File: src/rtl/xv_pkg.sv
// Shared types for the byte-to-word register bridge: dtack encoding,
// byte/word types and the bridge state enum.
package xv;
  localparam logic DTACK_ACK = 1'b1;
  localparam logic DTACK_NAK = 1'b0;

  typedef logic [7:0]  byte_t;
  typedef logic [15:0] word_t;

  typedef enum logic [1:0] {
    IDLE    = 2'd0,
    RD_WAIT = 2'd1,
    ACK     = 2'd2
  } state_t;
endpackage

File: src/rtl/reg_rd_timer.sv
// Read-wait watchdog for reg_byte_bridge; only built when REG_RD_TIMEOUT_EN
// is defined. expired fires in the CYCLES-th consecutive run cycle without ack.
`ifdef REG_RD_TIMEOUT_EN
module reg_rd_timer #(
  parameter int unsigned CYCLES = 16
) (
  input  logic clk,
  input  logic reset_n_i,
  input  logic start,
  input  logic run,
  input  logic ack,
  output logic expired
);
  localparam int unsigned CW = $clog2(CYCLES + 1);
  localparam logic [CW-1:0] LAST = CW'(CYCLES - 1);

  logic [CW-1:0] cnt_q, cnt_d;

  always_comb begin
    cnt_d = cnt_q;
    if (start || !run || ack)
      cnt_d = '0;
    else if (cnt_q != LAST)
      cnt_d = cnt_q + CW'(1);
  end

  // An ack in the same cycle wins over expiry.
  assign expired = run && !ack && (cnt_q == LAST);

  always_ff @(posedge clk) begin
    if (!reset_n_i) cnt_q <= '0;
    else            cnt_q <= cnt_d;
  end
endmodule
`endif

File: src/rtl/reg_byte_bridge.sv
// Byte-wide bus to 16-bit register bridge with even-byte write latch and
// odd-byte read cache. Optional read watchdog under REG_RD_TIMEOUT_EN.
module reg_byte_bridge
  import xv::*;
#(
  parameter int unsigned RD_TIMEOUT_CYCLES = 16
) (
  input  logic        clk,
  input  logic        reset_n_i,
  input  logic        write_strobe_i,
  input  logic        read_strobe_i,
  input  logic [3:0]  reg_num_i,
  input  logic        bytesel_i,
  input  logic [7:0]  bytedata_i,
  output logic [7:0]  bus_data_o,
  output logic        bus_dtack_o,
  output logic        reg_wr_o,
  output logic        reg_rd_o,
  output logic [3:0]  reg_num_o,
  output logic [15:0] reg_data_o,
  input  logic [15:0] reg_data_i,
  input  logic        reg_rd_ack_i,
  output logic        timeout_o
);
  state_t     state_q, state_d;
  byte_t      bus_data_q, bus_data_d;
  byte_t      msb_q, msb_d;
  byte_t      lsb_q, lsb_d;
  logic       lsb_valid_q, lsb_valid_d;
  logic [3:0] lsb_reg_q, lsb_reg_d;
  logic [3:0] reg_num_q, reg_num_d;
  word_t      reg_data_q, reg_data_d;
  logic       reg_wr_q, reg_wr_d;
  logic       reg_rd_q, reg_rd_d;
  logic       rd_odd_q, rd_odd_d;

  logic accept, do_wr, do_rd, rd_hit, ack_ok;

  assign accept = (state_q != RD_WAIT);
  assign do_wr  = accept && write_strobe_i;
  assign do_rd  = accept && read_strobe_i && !write_strobe_i;
  assign rd_hit = bytesel_i && lsb_valid_q && (reg_num_i == lsb_reg_q);
  assign ack_ok = (state_q == RD_WAIT) && reg_rd_ack_i;

`ifdef REG_RD_TIMEOUT_EN
  logic tmo_exp;
  logic timeout_q, timeout_d;

  reg_rd_timer #(.CYCLES(RD_TIMEOUT_CYCLES)) u_rd_timer (
    .clk       (clk),
    .reset_n_i (reset_n_i),
    .start     (do_rd && !rd_hit),
    .run       (state_q == RD_WAIT),
    .ack       (reg_rd_ack_i),
    .expired   (tmo_exp)
  );

  always_ff @(posedge clk) begin
    if (!reset_n_i) timeout_q <= 1'b0;
    else            timeout_q <= timeout_d;
  end

  assign timeout_o = timeout_q;
`else
  // Parameter only matters with the watchdog built in.
  logic unused_cfg;
  assign unused_cfg = ^RD_TIMEOUT_CYCLES;
  assign timeout_o  = 1'b0;
`endif

  always_comb begin
    state_d     = state_q;
    bus_data_d  = bus_data_q;
    msb_d       = msb_q;
    lsb_d       = lsb_q;
    lsb_valid_d = lsb_valid_q;
    lsb_reg_d   = lsb_reg_q;
    reg_num_d   = reg_num_q;
    reg_data_d  = reg_data_q;
    rd_odd_d    = rd_odd_q;
    reg_wr_d    = 1'b0;
    reg_rd_d    = 1'b0;
`ifdef REG_RD_TIMEOUT_EN
    timeout_d   = timeout_q;
`endif
    if (do_wr) begin
      lsb_valid_d = 1'b0;
      state_d     = ACK;
      if (bytesel_i) begin
        reg_wr_d   = 1'b1;
        reg_num_d  = reg_num_i;
        reg_data_d = {msb_q, bytedata_i};
      end else begin
        msb_d = bytedata_i;
      end
    end else if (do_rd) begin
      if (rd_hit) begin
        bus_data_d  = lsb_q;
        lsb_valid_d = 1'b0;
        state_d     = ACK;
      end else begin
        reg_rd_d  = 1'b1;
        reg_num_d = reg_num_i;
        rd_odd_d  = bytesel_i;
        state_d   = RD_WAIT;
        // An odd miss leaves the cache empty.
        if (bytesel_i) lsb_valid_d = 1'b0;
      end
    end else if (ack_ok) begin
      state_d = ACK;
      if (rd_odd_q) begin
        bus_data_d = reg_data_i[7:0];
      end else begin
        bus_data_d  = reg_data_i[15:8];
        lsb_d       = reg_data_i[7:0];
        lsb_valid_d = 1'b1;
        lsb_reg_d   = reg_num_q;
      end
`ifdef REG_RD_TIMEOUT_EN
    end else if (tmo_exp) begin
      state_d     = ACK;
      bus_data_d  = 8'hFF;
      lsb_valid_d = 1'b0;
      timeout_d   = 1'b1;
`endif
    end
  end

  always_ff @(posedge clk) begin
    if (!reset_n_i) begin
      state_q     <= IDLE;
      bus_data_q  <= 8'h00;
      msb_q       <= 8'h00;
      lsb_q       <= 8'h00;
      lsb_valid_q <= 1'b0;
      lsb_reg_q   <= 4'h0;
      reg_num_q   <= 4'h0;
      reg_data_q  <= 16'h0000;
      reg_wr_q    <= 1'b0;
      reg_rd_q    <= 1'b0;
      rd_odd_q    <= 1'b0;
    end else begin
      state_q     <= state_d;
      bus_data_q  <= bus_data_d;
      msb_q       <= msb_d;
      lsb_q       <= lsb_d;
      lsb_valid_q <= lsb_valid_d;
      lsb_reg_q   <= lsb_reg_d;
      reg_num_q   <= reg_num_d;
      reg_data_q  <= reg_data_d;
      reg_wr_q    <= reg_wr_d;
      reg_rd_q    <= reg_rd_d;
      rd_odd_q    <= rd_odd_d;
    end
  end

  // Dtack drops combinationally in the cycle a new access is accepted.
  assign bus_dtack_o = ((state_q == ACK) && !do_wr && !do_rd) ? DTACK_ACK : DTACK_NAK;
  assign bus_data_o  = bus_data_q;
  assign reg_wr_o    = reg_wr_q;
  assign reg_rd_o    = reg_rd_q;
  assign reg_num_o   = reg_num_q;
  assign reg_data_o  = reg_data_q;
endmodule

File: config.mk
export PLATFORM = sky130hd
export DESIGN_NAME = reg_byte_bridge
export DESIGN_NICKNAME = d
export VERILOG_FILES = /design/src/rtl/xv_pkg.sv /design/src/rtl/reg_rd_timer.sv /design/src/rtl/reg_byte_bridge.sv
export SDC_FILE = /design/constraint.sdc
export NUM_CORES = 1
export LEC_CHECK = 0
export BUFFER_PORTS_ARGS = -buffer_cell sky130_fd_sc_hd__buf_2
export CORE_MARGIN = 2
export CORE_UTILIZATION = 51
export CTS_CLUSTER_SIZE = 28
export DETAILED_ROUTE_END_ITERATION = 12
export GPL_TIMING_DRIVEN = 0
export PLACE_DENSITY = 0.78
export RECOVER_POWER = 100
export SYNTH_ARGS = -nofsm -noshare
export SYNTH_HDL_FRONTEND = slang
export SYNTH_SLANG_ARGS = --single-unit
File: constraint.sdc
create_clock -name clk -period 1.6 [get_ports clk]
set_clock_uncertainty 0.1 [all_clocks]
set_input_delay 0.16 -clock clk [delete_from_list [all_inputs] [get_ports clk]]
set_output_delay 0.16 -clock clk [all_outputs]
set_load 0.005 [all_outputs]
==> metrics.txt <==
GRT Total Usage 23.4%; Die W between 70 and 80 um; Sink Count 54; Yosys warning count 0; syn_nets a little under 300; Post-Route Utilization a little under 70%; worst skew pair latency 0.32 ns; Max-slew headroom roughly 64%; Slew @ Worst Pin between 0.5 and 0.6 ns; Clk pwr share 35.1%; WL per Instance ~14 um; P_int roughly 2000 uW; mapped cell area about 2300 um2; Fmax ~0.65 GHz; Final #Nets approximately 390; worst path cell trace nand2b_2 > or3b_4 > buf_4 > nand2_1 > a21oi_1; gp weighted congestion ~0.8; TritonCTS clock tree yes; number of cells on the critical path 5; Crit Path Max Fanout 10; Worst-path clk slew approximately 0.1 ns; initial drt markers 134; minimum clock period 1.53 ns; hold depth 3; Initial Utilization a little over half; root buffer cell clkbuf_8; RSZ-0062 raised after global routing no; dpl hpwl between 3000 and 4000 um; mean post-synth cell area ~8.7 um2; Worst Path Required 1.68 ns; layout cells sized above 1 a little under a quarter; drt drc 0; initial antenna violation count 0; synthesis-stage register bit count 54; R2R depth 5; Area Overhead vs Synth 30.6%; Die H between 70 and 80 um; most common cell after layout, fill and taps aside nand2_1; final WL around 5700 um; Post-Synthesis Cells around 260; Vias/cell around 5.3; sequential area share after synthesis between 40 and 50%; die area approximately 5000 um2; H-tree depth 2; worst path arrival time between 1.5 and 2 ns; net switching power figure between 600 and 700 uW; Max Slew Vio Count 0; CTS Buffer Depth 2; Sw Ratio 25.1%; kind of critical path reg2reg; vias 2141; max_cap viols 0; static leakage roughly 0.0013 uW; pin count of the biggest net entering global routing 19; router iterations before antenna repair 4; Antenna Nets Post-Route 0; Final setup viols 0; Worst path slowest cell or3b_4; period utilization 95.6%; # fillers around 360; Pwr Total between 2000 and 3000 uW; final hold violations 0; Flop pwr share 52.3%; diode count 0; CP bufs+invs 1; Max IR drop VDD between 0.6 and 0.7 mV; Power Dens Cells 907 nW/um2; type of the worst min-delay path in2reg; Critical Path Max Stage Delay 0.40 ns; Unique masters post-synth 32; first-pass GRT wire length slightly above 9000 um; Critical Path Sink Type flip-flop; number of buffers created by CTS 5; Top delay family on crit path simple AND/OR/NAND/NOR gates; Port Buffers 63; Setup crit start kind flip-flop; core box area approximately 4300 um2; logic gate share of total power 12.7%; Ports 66; Std-Cell Rows 24; most frequent cells in the layout nand2_1 (73), buf_2 (54), dfxtp_1 (53); total grt overflow 0; vias in the first global route around 2000; status complete, no violations
==> cell families after synthesis <==
logic type,share of synthesized area [%]
and+or+nand+nor,19.8
buffers and inverters,3.63
other,0.165
AOI/OAI and AO/OA,15.1
xor gates and xnor gates,1.54
muxes,12.3
DFF,47.5
==> cell type report <==
cell class	instances	area (um2)	share of cell area (%)
multi-input combinational	190	1130	38.0
sequential	54	1080	36.4
timing repair buffer	82	490	16.5
buffer	15	73.8	2.48
clock buffer	5	68.8	2.31
tap	52	65.1	2.19
clock inverter	3	47.5	1.60
inverter	4	15.0	0.505
==> worst paths after layout <==
path	startpoint	endpoint	slack, ns
hold / removal	reg_num_i[1]	reg_num_o[1]$_SDFFE_PN0P_	0.02
setup / recovery	state_q[1]$_SDFFE_PN0P_	lsb_q[2]$_SDFFE_PN0P_	0.07
setup reg to reg	state_q[1]$_SDFFE_PN0P_	lsb_q[2]$_SDFFE_PN0P_	0.07
hold reg to reg	bus_data_o[6]$_SDFFE_PN0P_	bus_data_o[6]$_SDFFE_PN0P_	0.36
==> registers in the layout (all words and copies together) (netlist names) <==
| name | count |
|---|---|
| state_q | 2 |
| reg_data_o | 16 |
| reg_num_o | 4 |
| msb_q | 8 |
| lsb_valid_q | 1 |
| lsb_reg_q | 4 |
| lsb_q | 8 |
| bus_data_o | 8 |
| rd_odd_q | 1 |
| reg_wr_o | 1 |
| reg_rd_o | 1 |
==> cells in the mapped netlist, drive strengths merged <==
master	instances	area share [%]
nand2	73	12
dfxtp	54	47
a21oi	31	6.8
mux2i	28	12
nor2	13	2.1
o21ai	11	2.4
clkbuf	9	1.5
o211ai	8	2.6
buf	6	1.4
nand3	5	1.5
inv	4	0.66
nand2b	3	0.93
xor2	3	1.2
nor3	2	1.2
a21boi	1	0.33
a21o	1	0.33
a221oi	1	0.38
a22o	1	0.44
a32oi	1	1.2
and2b	1	0.44
and3	1	0.49
conb	1	0.16
nand3b	1	0.33
nor3b	1	0.33
o2111a	1	0.49
or3b	1	0.38
xnor2	1	0.38
==> layer usage <==
layer  global-route usage [%]  up-vias  wire [um]
met3                     5.84       13        281
met5                        0        -          0
met1                     28.0      998       2340
met4                     7.97        0        104
li1                         -     1066          -
met2                     41.0       64       2930
==> worst min-delay path, stage by stage <==
cell and delay [ns]:
buf_2 0.12, nand2_1 0.05, mux2i_1 0.05
==> power groups by stage <==
stage,clock network (uW),logic (uW),registers [uW]
3_5_place_dp,0,301,1440
6_report,945,342,1410
3_3_place_gp,0,294,1440
4_1_cts,962,332,1410
5_1_grt,1020,376,1420
2_1_floorplan,0,177,1440
==> per-stage QoR <==
stage / hold slack, ns / setup TNS, ns / area [um2] / std cells / setup slack [ns]
final: 0.0180 / 0 / 2970 / 405 / 0.0710
after global routing: 0.0181 / 0 / 2970 / 405 / 0.00103
after CTS: 0.00685 / 0 / 2940 / 402 / 0.00577
after detailed placement: 0.322 / -0.439 / 2660 / 378 / -0.0552
after global placement: 0.307 / -0.244 / 2660 / 378 / -0.0312
after floorplan: 0.196 / 0 / 2280 / 263 / 0.207
==> repair_timing <==
action / 4_1_cts / 5_1_grt
cloned: 0 / 0
pin swaps: 1 / 1
hold buffers: 15 / 0
endpoints found under the hold margin: 22 / 0
gates resized for setup: 0 / 13
setup endpoints to repair: 2 / 35
buffers inserted: 1 / 3
(Power assumes the default switching activity.)
